## config.mk

```make
export PLATFORM = sky130hd
export DESIGN_NAME = hazard_ctrl_flat
export DESIGN_NICKNAME = d
export VERILOG_FILES = /design/src/rtl/hazard_pkg.sv /design/src/rtl/hazard_ctrl_if.sv /design/src/rtl/mdu_busy_ctr.sv /design/src/rtl/hazard_ctrl.sv /design/src/flat_wrapper.sv
export SDC_FILE = /design/constraint.sdc
export NUM_CORES = 1
export LEC_CHECK = 0
export CAP_MARGIN = 30
export CELL_PAD_IN_SITES_DETAIL_PLACEMENT = 1
export CELL_PAD_IN_SITES_GLOBAL_PLACEMENT = 1
export CORE_MARGIN = 8
export CORE_UTILIZATION = 23
export DETAILED_ROUTE_END_ITERATION = 10
export GPL_ROUTABILITY_DRIVEN = 0
export PLACE_DENSITY = 0.9
export SLEW_MARGIN = 25
export SYNTH_ARGS = -nofsm -noshare
export SYNTH_HDL_FRONTEND = slang
export SYNTH_SLANG_ARGS = --single-unit
export TNS_END_PERCENT = 50
```

## constraint.sdc

```tcl
create_clock -name vclk -period 3.3
set_input_delay 0.33 -clock vclk [all_inputs]
set_output_delay 0.33 -clock vclk [all_outputs]
set_load 0.03 [all_outputs]
```

## src/rtl/hazard_pkg.sv

```systemverilog
// Shared definitions for the pipeline hazard unit: forwarding-select codes,
// mul/div busy-tracker state encoding and counter sizing helper.
// Pure definitions, no logic; imported by the interface-level modules.
package hazard_pkg;

    // Forwarding mux selects for the E-stage ALU operands
    localparam logic [1:0] FWD_NONE = 2'b00;
    localparam logic [1:0] FWD_WB   = 2'b01;
    localparam logic [1:0] FWD_MEM  = 2'b10;

    // Mul/div occupancy tracker states
    typedef enum logic {
        IDLE = 1'b0,
        BUSY = 1'b1
    } md_state_t;

    // Down-counter width for a given mul/div latency (never narrower than 1 bit)
    function automatic int cnt_width(input int lat);
        return (lat > 1) ? $clog2(lat) : 1;
    endfunction

endpackage

```

## src/rtl/hazard_ctrl_if.sv

```systemverilog
// Bundle of pipeline control/address signals seen by the hazard unit.
// master = pipeline datapath side, slave = hazard unit side.
// Purely combinational wiring, no flow control of its own.
interface hazard_ctrl_if #(
    parameter int REG_ADDR_W = 5
);
    // Pipeline status into the hazard unit
    logic                  BranchD;
    logic                  PCSrcD;
    logic                  MemToRegE;
    logic                  RegWriteE;
    logic                  MemToRegM;
    logic                  RegWriteM;
    logic                  RegWriteW;
    logic                  MulDivStartE;
    logic [REG_ADDR_W-1:0] RsD;
    logic [REG_ADDR_W-1:0] RtD;
    logic [REG_ADDR_W-1:0] RsE;
    logic [REG_ADDR_W-1:0] RtE;
    logic [REG_ADDR_W-1:0] WriteRegE;
    logic [REG_ADDR_W-1:0] WriteRegM;
    logic [REG_ADDR_W-1:0] WriteRegW;

    // Hazard unit decisions back to the pipeline
    logic                  StallF;
    logic                  StallD;
    logic                  StallE;
    logic                  FlushD;
    logic                  FlushE;
    logic                  ForwardAD;
    logic                  ForwardBD;
    logic                  MulDivBusy;
    logic [1:0]            ForwardAE;
    logic [1:0]            ForwardBE;

    modport master (
        output BranchD, PCSrcD, MemToRegE, RegWriteE, MemToRegM, RegWriteM,
               RegWriteW, MulDivStartE, RsD, RtD, RsE, RtE,
               WriteRegE, WriteRegM, WriteRegW,
        input  StallF, StallD, StallE, FlushD, FlushE, ForwardAD, ForwardBD,
               MulDivBusy, ForwardAE, ForwardBE
    );

    modport slave (
        input  BranchD, PCSrcD, MemToRegE, RegWriteE, MemToRegM, RegWriteM,
               RegWriteW, MulDivStartE, RsD, RtD, RsE, RtE,
               WriteRegE, WriteRegM, WriteRegW,
        output StallF, StallD, StallE, FlushD, FlushE, ForwardAD, ForwardBD,
               MulDivBusy, ForwardAE, ForwardBE
    );

endinterface

```

## src/rtl/mdu_busy_ctr.sv

```systemverilog
// Tracks a multi-cycle mul/div op sitting in E and raises busy while E must hold.
// Latency: busy is combinational from start in IDLE; op holds E for LAT-1 cycles.
// Backpressure: start is ignored while BUSY; a new op is accepted the cycle BUSY ends.
module mdu_busy_ctr
    import hazard_pkg::*;
#(
    parameter int LAT = 4
) (
    input  logic clk,
    input  logic reset,
    input  logic start,
    output logic busy
);

    localparam int              CW     = cnt_width(LAT);
    localparam bit              MULTI  = (LAT >= 2);
    // First BUSY cycle is the second stall cycle, hence LAT-2
    localparam logic [CW-1:0]   RELOAD = MULTI ? CW'(LAT - 2) : '0;

    md_state_t       state;
    md_state_t       state_nxt;
    logic [CW-1:0]   cnt;
    logic [CW-1:0]   cnt_nxt;

    // State and counter registers with synchronous reset
    always_ff @(posedge clk) begin
        if (reset) begin
            state <= IDLE;
            cnt   <= '0;
        end else begin
            state <= state_nxt;
            cnt   <= cnt_nxt;
        end
    end

    // Next state, counter update and busy decode
    always_comb begin
        state_nxt = state;
        cnt_nxt   = cnt;
        busy      = 1'b0;
        case (state)
            IDLE: begin
                if (start && MULTI) begin
                    state_nxt = BUSY;
                    cnt_nxt   = RELOAD;
                    busy      = 1'b1;
                end
            end
            BUSY: begin
                if (cnt != '0) begin
                    cnt_nxt = cnt - CW'(1);
                    busy    = 1'b1;
                end else begin
                    // Release E this cycle; a following op restarts from IDLE next cycle
                    state_nxt = IDLE;
                end
            end
            default: begin
                state_nxt = IDLE;
                cnt_nxt   = '0;
            end
        endcase
    end

endmodule

```

## src/rtl/hazard_ctrl.sv

```systemverilog
// Pipeline hazard unit: operand forwarding, load-use/branch stalls, mul/div hold.
// Latency: forwarding and stall/flush are combinational; mul/div tracking is registered.
// Backpressure: stalls F/D (and E for mul/div); mul/div tracker only with HAZARD_CTRL_MULDIV_EN.
module hazard_ctrl
    import hazard_pkg::*;
#(
    parameter int REG_ADDR_W = 5,
    parameter int MULDIV_LAT = 4
) (
    input  logic         clk,
    input  logic         reset,
    hazard_ctrl_if.slave hz
);

    localparam logic [REG_ADDR_W-1:0] R0 = '0;

    logic lwstall;
    logic branchstall;
    logic mdstall;
    logic stall_f;
    logic stall_d;
    logic stall_e;
    logic flush_e;

`ifdef HAZARD_CTRL_MULDIV_EN
    mdu_busy_ctr #(
        .LAT   (MULDIV_LAT)
    ) u_mdu_busy_ctr (
        .clk   (clk),
        .reset (reset),
        .start (hz.MulDivStartE),
        .busy  (mdstall)
    );
`else
    // No mul/div tracking in this build: start and the clock have no consumer
    logic muldiv_unused;
    assign muldiv_unused = hz.MulDivStartE ^ clk ^ (MULDIV_LAT == 0);
    assign mdstall       = 1'b0;
`endif

    // Operand forwarding: M stage has priority over W, register 0 never forwards
    always_comb begin
        hz.ForwardAE = FWD_NONE;
        hz.ForwardBE = FWD_NONE;
        if (hz.RsE != R0 && hz.RsE == hz.WriteRegM && hz.RegWriteM) begin
            hz.ForwardAE = FWD_MEM;
        end else if (hz.RsE != R0 && hz.RsE == hz.WriteRegW && hz.RegWriteW) begin
            hz.ForwardAE = FWD_WB;
        end
        if (hz.RtE != R0 && hz.RtE == hz.WriteRegM && hz.RegWriteM) begin
            hz.ForwardBE = FWD_MEM;
        end else if (hz.RtE != R0 && hz.RtE == hz.WriteRegW && hz.RegWriteW) begin
            hz.ForwardBE = FWD_WB;
        end
        hz.ForwardAD = (hz.RsD != R0) && (hz.RsD == hz.WriteRegM) && hz.RegWriteM;
        hz.ForwardBD = (hz.RtD != R0) && (hz.RtD == hz.WriteRegM) && hz.RegWriteM;
    end

    // Load-use and branch-compare hazards detected in D
    always_comb begin
        lwstall = hz.MemToRegE && (hz.WriteRegE != R0) &&
                  ((hz.RsD == hz.WriteRegE) || (hz.RtD == hz.WriteRegE));
        branchstall = hz.BranchD &&
            ((hz.RegWriteE && (hz.WriteRegE != R0) &&
              ((hz.WriteRegE == hz.RsD) || (hz.WriteRegE == hz.RtD))) ||
             (hz.MemToRegM && (hz.WriteRegM != R0) &&
              ((hz.WriteRegM == hz.RsD) || (hz.WriteRegM == hz.RtD))));
    end

    // Stall/flush priority: mul/div hold freezes F/D/E without bubbles,
    // otherwise a D hazard freezes F/D and bubbles E
    always_comb begin
        stall_f = 1'b0;
        stall_d = 1'b0;
        stall_e = 1'b0;
        flush_e = 1'b0;
        if (mdstall) begin
            stall_f = 1'b1;
            stall_d = 1'b1;
            stall_e = 1'b1;
        end else if (lwstall || branchstall) begin
            stall_f = 1'b1;
            stall_d = 1'b1;
            flush_e = 1'b1;
        end
    end

    // Drive control outputs; everything held quiet while reset is asserted
    always_comb begin
        hz.StallF     = stall_f && !reset;
        hz.StallD     = stall_d && !reset;
        hz.StallE     = stall_e && !reset;
        hz.FlushE     = flush_e && !reset;
        hz.MulDivBusy = mdstall && !reset;
        // A taken branch squashes D only when D is free to advance
        hz.FlushD     = hz.PCSrcD && !stall_d && !reset;
    end

endmodule

```

## src/flat_wrapper.sv

```systemverilog
// flat-port wrapper written by rule: the top's interface ports become plain ports
module hazard_ctrl_flat import hazard_pkg::*;
#(
    parameter int REG_ADDR_W = 5,
    parameter int MULDIV_LAT = 4
)
  (clk, reset, hz_BranchD, hz_PCSrcD, hz_MemToRegE, hz_RegWriteE, hz_MemToRegM, hz_RegWriteM, hz_RegWriteW, hz_MulDivStartE, hz_RsD, hz_RtD, hz_RsE, hz_RtE, hz_WriteRegE, hz_WriteRegM, hz_WriteRegW, hz_StallF, hz_StallD, hz_StallE, hz_FlushD, hz_FlushE, hz_ForwardAD, hz_ForwardBD, hz_MulDivBusy, hz_ForwardAE, hz_ForwardBE);
  hazard_ctrl_if #(.REG_ADDR_W(REG_ADDR_W)) hz_i ();
  input  logic clk;
  input  logic reset;
  input wire logic [$bits(hz_i.BranchD)-1:0] hz_BranchD;
  input wire logic [$bits(hz_i.PCSrcD)-1:0] hz_PCSrcD;
  input wire logic [$bits(hz_i.MemToRegE)-1:0] hz_MemToRegE;
  input wire logic [$bits(hz_i.RegWriteE)-1:0] hz_RegWriteE;
  input wire logic [$bits(hz_i.MemToRegM)-1:0] hz_MemToRegM;
  input wire logic [$bits(hz_i.RegWriteM)-1:0] hz_RegWriteM;
  input wire logic [$bits(hz_i.RegWriteW)-1:0] hz_RegWriteW;
  input wire logic [$bits(hz_i.MulDivStartE)-1:0] hz_MulDivStartE;
  input wire logic [$bits(hz_i.RsD)-1:0] hz_RsD;
  input wire logic [$bits(hz_i.RtD)-1:0] hz_RtD;
  input wire logic [$bits(hz_i.RsE)-1:0] hz_RsE;
  input wire logic [$bits(hz_i.RtE)-1:0] hz_RtE;
  input wire logic [$bits(hz_i.WriteRegE)-1:0] hz_WriteRegE;
  input wire logic [$bits(hz_i.WriteRegM)-1:0] hz_WriteRegM;
  input wire logic [$bits(hz_i.WriteRegW)-1:0] hz_WriteRegW;
  output wire logic [$bits(hz_i.StallF)-1:0] hz_StallF;
  output wire logic [$bits(hz_i.StallD)-1:0] hz_StallD;
  output wire logic [$bits(hz_i.StallE)-1:0] hz_StallE;
  output wire logic [$bits(hz_i.FlushD)-1:0] hz_FlushD;
  output wire logic [$bits(hz_i.FlushE)-1:0] hz_FlushE;
  output wire logic [$bits(hz_i.ForwardAD)-1:0] hz_ForwardAD;
  output wire logic [$bits(hz_i.ForwardBD)-1:0] hz_ForwardBD;
  output wire logic [$bits(hz_i.MulDivBusy)-1:0] hz_MulDivBusy;
  output wire logic [$bits(hz_i.ForwardAE)-1:0] hz_ForwardAE;
  output wire logic [$bits(hz_i.ForwardBE)-1:0] hz_ForwardBE;
  assign hz_i.BranchD = hz_BranchD;
  assign hz_i.PCSrcD = hz_PCSrcD;
  assign hz_i.MemToRegE = hz_MemToRegE;
  assign hz_i.RegWriteE = hz_RegWriteE;
  assign hz_i.MemToRegM = hz_MemToRegM;
  assign hz_i.RegWriteM = hz_RegWriteM;
  assign hz_i.RegWriteW = hz_RegWriteW;
  assign hz_i.MulDivStartE = hz_MulDivStartE;
  assign hz_i.RsD = hz_RsD;
  assign hz_i.RtD = hz_RtD;
  assign hz_i.RsE = hz_RsE;
  assign hz_i.RtE = hz_RtE;
  assign hz_i.WriteRegE = hz_WriteRegE;
  assign hz_i.WriteRegM = hz_WriteRegM;
  assign hz_i.WriteRegW = hz_WriteRegW;
  assign hz_StallF = hz_i.StallF;
  assign hz_StallD = hz_i.StallD;
  assign hz_StallE = hz_i.StallE;
  assign hz_FlushD = hz_i.FlushD;
  assign hz_FlushE = hz_i.FlushE;
  assign hz_ForwardAD = hz_i.ForwardAD;
  assign hz_ForwardBD = hz_i.ForwardBD;
  assign hz_MulDivBusy = hz_i.MulDivBusy;
  assign hz_ForwardAE = hz_i.ForwardAE;
  assign hz_ForwardBE = hz_i.ForwardBE;
  hazard_ctrl #(.REG_ADDR_W(REG_ADDR_W), .MULDIV_LAT(MULDIV_LAT)) u_core (.clk(clk), .reset(reset), .hz(hz_i));
endmodule
```

# Yosys cells after proc, flatten, opt, wreduce, memory -nomap -nowiden
# Cells that the tools add are included.
[op_classes] div=0 n_shift=0 multipliers=0 n_reduce_logical=35 magnitude_cmp=0 n_addsub=0 n_mux=5 n_bitwise=0 eq_ne=12
[ops] cell="equality test 5 bit" n=12
[ops] cell="nonzero test 5 bit" n=6
[ops] cell="logical AND 1 bit" n=22
[ops] cell="logical OR 1 bit" n=5
[ops] cell="2-to-1 mux 2 bit" n=2
[ops] cell="2-to-1 mux 1 bit" n=3
[ops] cell="logical NOT 1 bit" n=2
[totals] output_inout_bits=12 regBits=0 ramBits=0 romBits=0 memories=0 latch_bits=0 elab_cells=52

# Depth between registers and ports, before layout
# Gate-level depths: netlist of the first run.
[depth] depth_word=10 ltp_mapped=7 ltp_nobuf=5

# Least setup slack after synthesis of the first run
# OpenSTA, ideal clock, no wires.
[synth_path] path_type="input to output" startpoint="input port hz_WriteRegM[3]" endpoint="output port hz_ForwardAE[0]" path_stages=5 setup_slack_ns=0.796 arrival_time_ns=2.174 path_cell_list="clkbuf_1 > xnor2_1 > nand4_1 > nor4_1 > nor4_1"
[synth_between] elab_chain_cells=4
[synth_lines] item="start: declaration" line_no="flat_wrapper.sv:24" rtl="input wire logic [$bits(hz_i.WriteRegM)-1:0] hz_WriteRegM;"
[synth_lines] item="equality test 5 bit" line_no="hazard_ctrl.sv:45" rtl="if (hz.RsE != R0 && hz.RsE == hz.WriteRegM && hz.RegWriteM) begin"
[synth_lines] item="logical AND 1 bit (2 in a row)" line_no="hazard_ctrl.sv:45"
[synth_lines] item="2-to-1 mux 2 bit" line_no="hazard_ctrl.sv:45"
[synth_lines] item="end: declaration" line_no="flat_wrapper.sv:34" rtl="output wire logic [$bits(hz_i.ForwardAE)-1:0] hz_ForwardAE;"
# Every way passes these cells.

# Worst setup path in the final report of the first run
[layout_path] startpoint="input port hz_WriteRegM[0]" endpoint="output port hz_FlushE"
[layout_between] elab_chain_cells=8 elab_cells_between_ends=11
[layout_lines] item="equality test 5 bit or nonzero test 5 bit (tied branches)" line_no="hazard_ctrl.sv:67, hazard_ctrl.sv:66"
[layout_lines] item="logical OR 1 bit or logical AND 1 bit (tied branches)" line_no="hazard_ctrl.sv:67, hazard_ctrl.sv:66"
[layout_lines] item="logical AND 1 bit (*)" line_no="hazard_ctrl.sv:66" rtl="(hz.MemToRegM && (hz.WriteRegM != R0) &&"
[layout_lines] item="logical OR 1 bit (*)" line_no="hazard_ctrl.sv:65" rtl="((hz.WriteRegE == hz.RsD) || (hz.WriteRegE == hz.RtD))) ||"
[layout_lines] item="logical AND 1 bit (*)" line_no="hazard_ctrl.sv:63" rtl="branchstall = hz.BranchD &&"
[layout_lines] item="logical OR 1 bit (*)" line_no="hazard_ctrl.sv:81" rtl="end else if (lwstall || branchstall) begin"
[layout_lines] item="2-to-1 mux 1 bit (*)" line_no="hazard_ctrl.sv:81"
[layout_lines] item="logical AND 1 bit (*)" line_no="hazard_ctrl.sv:93" rtl="hz.FlushE = flush_e && !reset;"
[layout_lines] item="end: declaration" line_no="flat_wrapper.sv:30" rtl="output wire logic [$bits(hz_i.FlushE)-1:0] hz_FlushE;"
# Every way passes the cells marked *; elsewhere a longest branch is shown, timed or not.

==> flow_summary_export.csv, run 1 <==
group,metric,value,unit
global_routing,grt_max_degree,6,
critical_path,path_buf_inv,2,
global_routing,grt_pass1_vias,946,
pwr,ir_worst_vdd,57.9,µV
route,postRouteAntennaNets,0,
flow_run,cap_violations,0,
layout,seq_cells,0,
pwr,p_per_area,130,nW/µm²
cts,ctsResizeCount,0,
yosys,avgSynthCellArea,7.35,µm²
timing,min_period_over_period,0.896,
floorplan,io-pin-count,57,
floorplan,die_w,69.0,µm
layout,stdcell_count,165,
place,io_buffers,53,
timing,setup_tns,0,ns
critical_path,path_cells,"clkdlybuf4s50_1, xor2_1, nor3_1, nand3_1, a21o_1, a21oi_1, clkdlybuf4s50_1",
critical_path,required,2.97,ns
place,placed_cells,165,
route,viasPerCell,4.84,
timing,fmax,338,MHz
min_path,hp-class,"in2out",
global_routing,grt_pass1_wl,4.73,mm
critical_path,cp_slowest_stage_delay,0.72,ns
global_routing,grt_overflow,0,
floorplan,start_util,0.239,
route,drt_pass1_iterations,3,
timing,setup_viol,0,
layout,area_delta_synth_final,79.7,%
cts,holdBufCountCts,0,
critical_path,endpoint_kind,"output port",
critical_path,critPathMaxFanout,5,
layout,fin_nets,181,
floorplan,core_region_area,2710,µm²
pwr,total_power,0.151,mW
critical_path,crit_arrival,2.63,ns
floorplan,dieArea,4770,µm²
place,dp_hpwl,2.67,mm
critical_path,critPathSlowestCell,"clkdlybuf4s50_1",
timing,timing.final.crit_period,2.96,ns
global_routing,track_usage,0.114,
yosys,syn_inst,88,
layout,seq_area,0,µm²
route,drc_errors,0,
layout,antennaDiodeCount,0,
floorplan,rows,19,
route,vias,798,
route,wl_per_cell,17.7,µm
layout,drive_gt1_frac,0.0373,
layout,n_clock_buffer,0,
critical_path,critical-path-top-delay-family,"buffers and inverters",
global_routing,antenna_found_initial,0,
route,drt-total-wl,2.93,mm
critical_path,crit_type,"in2out",
yosys,syn_area,647,µm²
pwr,leakage,0.376,nW
yosys,yosysWarnings,0,
critical_path,cp-start-kind,"input port",
floorplan,die_h,69.0,µm
outcome,outcome,"finished clean",
yosys,synth-seq-area-share,0,
timing,finalMaxSlewViolations,0,
critical_path,crit_top_cell,"clkdlybuf4s50_1",
cts,cts_setup_buffers,0,
timing,rsz0062_at_grt,"no",
timing,finalHoldViolations,0,
route,drtIter0Drc,48,
yosys,ys_types,21,
==> cells in the final DEF, fill, tap and decap left out, types with 3 or more instances in the layout <==
cell type	netlist	routed
clkdlybuf4s50_1	0	53
xnor2_1	26	26
xor2_1	14	14
nor3_1	5	5
or4_1	4	4
nand4_1	4	4
nor4_1	4	4
nand3_1	4	4
o21ai_0	3	3
nor2_1	3	3
a21oi_1	3	3
==> path summary, 6_finish.rpt <==
kind               endpoint  cells after the start            start  slack [ns]
setup / recovery  hz_FlushE                      7  hz_WriteRegM[0]        0.34
hold / removal    hz_StallD                      3            reset        1.78
==> synthesized netlist by cell type, drive strengths merged <==
library cell | count | area share
a21o | 1 | 0.012
a21oi | 3 | 0.023
and4b | 1 | 0.015
buf | 7 | 0.089
clkbuf | 2 | 0.012
conb | 1 | 0.0058
nand2 | 2 | 0.012
nand3 | 4 | 0.031
nand4 | 4 | 0.039
nor2 | 5 | 0.037
nor3 | 5 | 0.039
nor4 | 4 | 0.039
o211ai | 1 | 0.019
o21ai | 3 | 0.023
or4 | 5 | 0.064
xnor2 | 26 | 0.35
xor2 | 14 | 0.19
==> worst min-delay path, delay by kind of cell <==
family,cells,cell delay (ns)
buffers and inverters,2,1.06
AO/OA/AOI/OAI,1,0.06
==> layer usage <==
metal,up-vias,part of all wire,global-route usage
li1,390,-,-
met1,389,0.38,0.118
met2,17,0.58,0.242
met3,2,0.026,0.0114
met4,0,0.0058,0.00683
met5,-,0,0
==> layout make-up <==
| class | count | area (µm²) |
|---|---|---|
| well taps | 31 | 38.8 |
| multi-input cells | 80 | 586 |
| repair buffers | 54 | 538 |
| fillers | 343 | 1550 |
==> report_power, final <==
group	switching (mW)	total, mW	internal, mW
Sequential	0	0	0
Clock	0	0	0
Combinational	0.0662	0.151	0.0846
==> per-stage QoR <==
stage	hold WS [ns]	util	instance area, µm²	setup slack, ns
4_1_cts	1.80	0.429	1160	0.314
5_1_grt	1.83	0.429	1160	0.183
2_1_floorplan	0.784	-	651	0.796
6_report	1.78	0.429	1160	0.343
3_5_place_dp	1.80	0.429	1160	0.319
3_3_place_gp	1.78	0.429	1160	0.408
==> cell families (layout without fill, tap and decap cells) <==
group                  after synthesis  in the layout  share of synthesized area
other                                1              2                    0.00580
buffers and inverters                9             54                      0.101
AND/OR/NAND/NOR                     30             30                      0.275
AO/OA/AOI/OAI                        8              8                     0.0774
XOR/XNOR                            40             40                      0.542
Power figures use the tool's default switching activity.
==> run 2: changes to the inputs <==
Settings changed: GPL_TIMING_DRIVEN set to 0, SETUP_SLACK_MARGIN set to 0.2.
==> flow_summary_export.csv, run 2 (same netlist as run 1, synthesis figures left out) <==
group,metric,value,unit
outcome,outcome,"finished clean",
place,dpl_cell_area,1170,µm²
cts,cts_setup_buffers,0,
global_routing,grt_pass1_vias,967,
place,dp_hpwl,2.62,mm
global_routing,grt_overflow,0,
floorplan,die_h,69.0,µm
timing,finalMaxSlewViolations,0,
floorplan,rows,19,
cts,ctsResizeCount,0,
timing,setup_ws,0.387,ns
route,viasPerCell,4.74,
layout,layout_common_cells,"48 x clkdlybuf4s50_1, 26 x xnor2_1, 14 x xor2_1, 5 x nor3_1",
floorplan,die_w,69.0,µm
critical_path,startpoint,"hz_RsE[3]",
critical_path,cp-start-kind,"input port",
timing,finalHoldViolations,0,
min_path,hold_start,"hz_WriteRegM[2]",
min_path,whs_path_depth,5,
place,io_buffers,48,
route,drtIter0Drc,20,
place,placed_cells,168,
layout,antennaDiodeCount,0,
critical_path,critPathMaxFanout,3,
critical_path,endpoint_kind,"output port",
floorplan,start_util,0.239,
pwr,p_per_area,128,nW/µm²
layout,layout_commonest_cell,"clkdlybuf4s50_1",
layout,seq_cells,0,
place,pre_cts_ws,0.375,ns
critical_path,crit_arrival,2.58,ns
layout,drive_gt1_frac,0.0803,
global_routing,grt_pass1_wl,4.82,mm
floorplan,io-pin-count,57,
timing,fmax,343,MHz
floorplan,dieArea,4770,µm²
flow_run,cap_violations,0,
global_routing,track_usage,0.113,
timing,setup_tns,0,ns
pwr,ir_worst_vdd,57.7,µV
min_path,hp-class,"in2out",
timing,min_period_over_period,0.883,
global_routing,grt_max_degree,6,
critical_path,required,2.97,ns
route,wl_per_cell,17.0,µm
route,drt_pass1_iterations,4,
cts,holdBufCountCts,0,
route,drc_errors,0,
route,drt-total-wl,2.85,mm
layout,seq_area,0,µm²
critical_path,crit_type,"in2out",
layout,n_clock_buffer,0,
floorplan,core_region_area,2710,µm²
layout,stdcell_count,168,
route,vias,797,
min_path,hold_end,"hz_ForwardBE[1]",
route,postRouteAntennaNets,0,
timing,setup_viol,0,
layout,area_delta_synth_final,80.9,%
layout,final_area,1170,µm²
pwr,leakage,0.392,nW
global_routing,antenna_found_initial,0,
timing,timing.final.crit_period,2.91,ns
layout,fin_nets,184,
timing,rsz0062_at_grt,"no",
[run 2: changes by cell type in the layout (fill, tap and decap cells not counted), sizes merged]
cell | before | now
buf | 1 | 7
clkdlybuf4s50 | 53 | 48
clkbuf | 0 | 2
[run 2: power breakdown]
group	internal, mW	total (mW)	switching, mW
clock	0	0	0
combinational	0.0846	0.150	0.0651
sequential	0	0	0
[run 2: worst max-delay path by stage]
stage / end / slack [ns]
after floorplan: hz_ForwardAE[0] / 0.80
after global placement: hz_ForwardAE[0] / 0.43
after detailed placement: hz_StallD / 0.37
after CTS: hz_StallD / 0.36
after global routing: hz_StallD / 0.20
final: hz_ForwardAE[0] / 0.39
[run 2: layout make-up]
type | count | area, µm²
fillers | 343 | 1540
plain buffers | 9 | 65.1
repair buffers | 48 | 480
well taps | 31 | 38.8
multi-input cells | 80 | 586
[run 2: critical path, cell delays in order]
cell and delay, ns:
clkdlybuf4s50_1 0.49, or4_1 0.54, nor2_2 0.12, nor4_1 0.09
nor4_1 0.28, clkdlybuf4s50_1 0.73
[run 2: per-stage QoR]
step	hold WS [ns]	total power [mW]	util
2_1_floorplan	0.784	0.0713	-
3_3_place_gp	1.56	0.143	0.432
3_5_place_dp	1.56	0.150	0.432
4_1_cts	1.57	0.150	0.432
5_1_grt	1.60	0.161	0.432
6_report	1.56	0.150	0.432
[run 2: layer usage]
layer  share of wire  routed length, µm  GRT usage  up-vias
met2            0.57               1640      0.233       15
li1                -                  -          -      400
met3           0.029                 83     0.0114        0
met4               0                  0    0.00456        0
met5               0                  0          0        -
met1            0.40               1130      0.123      382
==> run 3: changes to the inputs <==
==> constraint.sdc (replaced) <==
create_clock -name vclk -period 3.3
set_input_delay 0.33 -clock vclk [all_inputs]
set_output_delay 0.33 -clock vclk [all_outputs]
set_load 0.1 [all_outputs]
==> flow_summary_export.csv, run 3 (same netlist as run 1, synthesis figures left out) <==
group,metric,value,unit
outcome,outcome,"finished clean",
route,drt_pass1_iterations,2,
route,drtIter0Drc,19,
critical_path,crit_type,"in2out",
floorplan,rows,19,
timing,tightest_slew,0.987,ns
layout,stdcell_count,168,
place,dpl_cell_area,1220,µm²
layout,layout_common_cells,"42 x clkdlybuf4s50_1, 26 x xnor2_1, 14 x xor2_1, 5 x nor3_1, 5 x buf_4",
layout,fillers,344,
global_routing,track_usage,0.113,
global_routing,grt_pass1_wl,4.71,mm
timing,min_period_over_period,0.923,
timing,finalHoldViolations,0,
global_routing,grt_pass1_vias,965,
floorplan,core_region_area,2710,µm²
critical_path,endpoint_kind,"output port",
pwr,seqPwrFrac,0,
pwr,switchingPower,0.0943,mW
critical_path,path_buf_inv,2,
timing,timing.final.crit_period,3.04,ns
layout,antennaDiodeCount,0,
layout,multi_input_area,641,µm²
pwr,power_frac_clock,0,
floorplan,start_util,0.239,
critical_path,critical-path-top-delay-family,"buffers and inverters",
layout,area_delta_synth_final,86.8,%
global_routing,grt_overflow,0,
route,drc_errors,0,
pwr,switching_share,0.528,
flow_run,cap_violations,0,
layout,fin_nets,184,
floorplan,dieArea,4770,µm²
layout,drive_gt1_frac,0.139,
floorplan,io-pin-count,57,
floorplan,die_w,69.0,µm
min_path,hp-class,"in2out",
global_routing,antenna_found_initial,0,
critical_path,critPathSlowestCell,"dlygate4sd2_1",
place,dp_hpwl,2.54,mm
critical_path,required,2.97,ns
cts,cts_setup_buffers,0,
pwr,ir_worst_vdd,78.9,µV
route,drt-total-wl,2.81,mm
critical_path,cp_slowest_stage_delay,0.89,ns
critical_path,critPathMaxFanout,3,
layout,final_area,1210,µm²
global_routing,grt_max_degree,6,
timing,relSlewSlack,0.340,
critical_path,path_cells,"clkdlybuf4s50_1, or4_1, nor2_2, nor4_4, nor4_2, dlygate4sd2_1",
floorplan,die_h,69.0,µm
place,placed_cells,168,
place,io_buffers,48,
timing,whs,1.49,ns
timing,rsz0062_at_grt,"yes",
route,postRouteAntennaNets,0,
pwr,p_per_area,148,nW/µm²
critical_path,cp-start-kind,"input port",
cts,holdBufCountCts,0,
timing,setup_viol,0,
critical_path,crit_arrival,2.71,ns
route,wl_per_cell,16.7,µm
pwr,p_int,0.0841,mW
layout,seq_area,0,µm²
route,vias,811,
pwr,pwr-share-comb,1.000,
timing,fmax,328,MHz
layout,seq_cells,0,
timing,finalMaxSlewViolations,0,
layout,n_clock_buffer,0,
route,viasPerCell,4.83,
pwr,leakage,0.412,nW
layout,layout_commonest_cell,"clkdlybuf4s50_1",
layout,postLayoutCoreUtil,0.446,
-- run 3: cell types whose count changed in the layout (fill, tap and decap cells not counted), sizes merged --
cell / change
clkbuf: +2
clkdlybuf4s50: -6
buf: +1
dlygate4sd2: +3
-- run 3: power groups by stage --
stage                     Combinational, mW  Clock (mW)  Sequential (mW)
after floorplan                       0.102           0                0
after global placement                0.175           0                0
after detailed placement              0.181           0                0
after CTS                             0.180           0                0
after global routing                  0.191           0                0
final                                 0.178           0                0
-- run 3: timing repair --
action | 4_1_cts | 5_1_grt
endpoints found under the setup margin | 6 | 4
pin swaps | 0 | 0
resized for setup | 7 | 3
-- run 3: tightest hold or removal path, cell delays in order --
cell and delay (ns):
buf_2 0.15, o211ai_2 0.16, a21o_1 0.11, a21oi_2 0.07, buf_4 0.12, buf_4 0.22
-- run 3: final cells by class --
cell class,count,share of cell area
timing repair buffer,48,0.384
buffer,9,0.0538
multi-input combinational,80,0.530
tap,31,0.0321
-- run 3: path summary, 6_finish.rpt --
kind                   startpoint         endpoint  slack [ns]  cells past startpoint
setup / recovery        hz_RsE[0]  hz_ForwardAE[0]        0.26                      6
hold / removal    hz_WriteRegM[0]        hz_StallF        1.49                      6
-- run 3: layer usage --
metal	GRT usage	part of all wire	wire length, µm
met5	0	0	0
met3	0.0186	0.054	153
met2	0.206	0.47	1310
met1	0.140	0.47	1330
met4	0.00683	0.0050	14
-- run 3: per-stage QoR --
step | setup slack [ns] | setup TNS [ns] | total power, mW
floorplan | 0.0148 | 0 | 0.102
global placement | -0.0646 | -0.126 | 0.175
detailed placement | -0.0987 | -0.205 | 0.181
CTS | 0.210 | 0 | 0.180
global route | 0.139 | 0 | 0.191
finish | 0.256 | 0 | 0.178
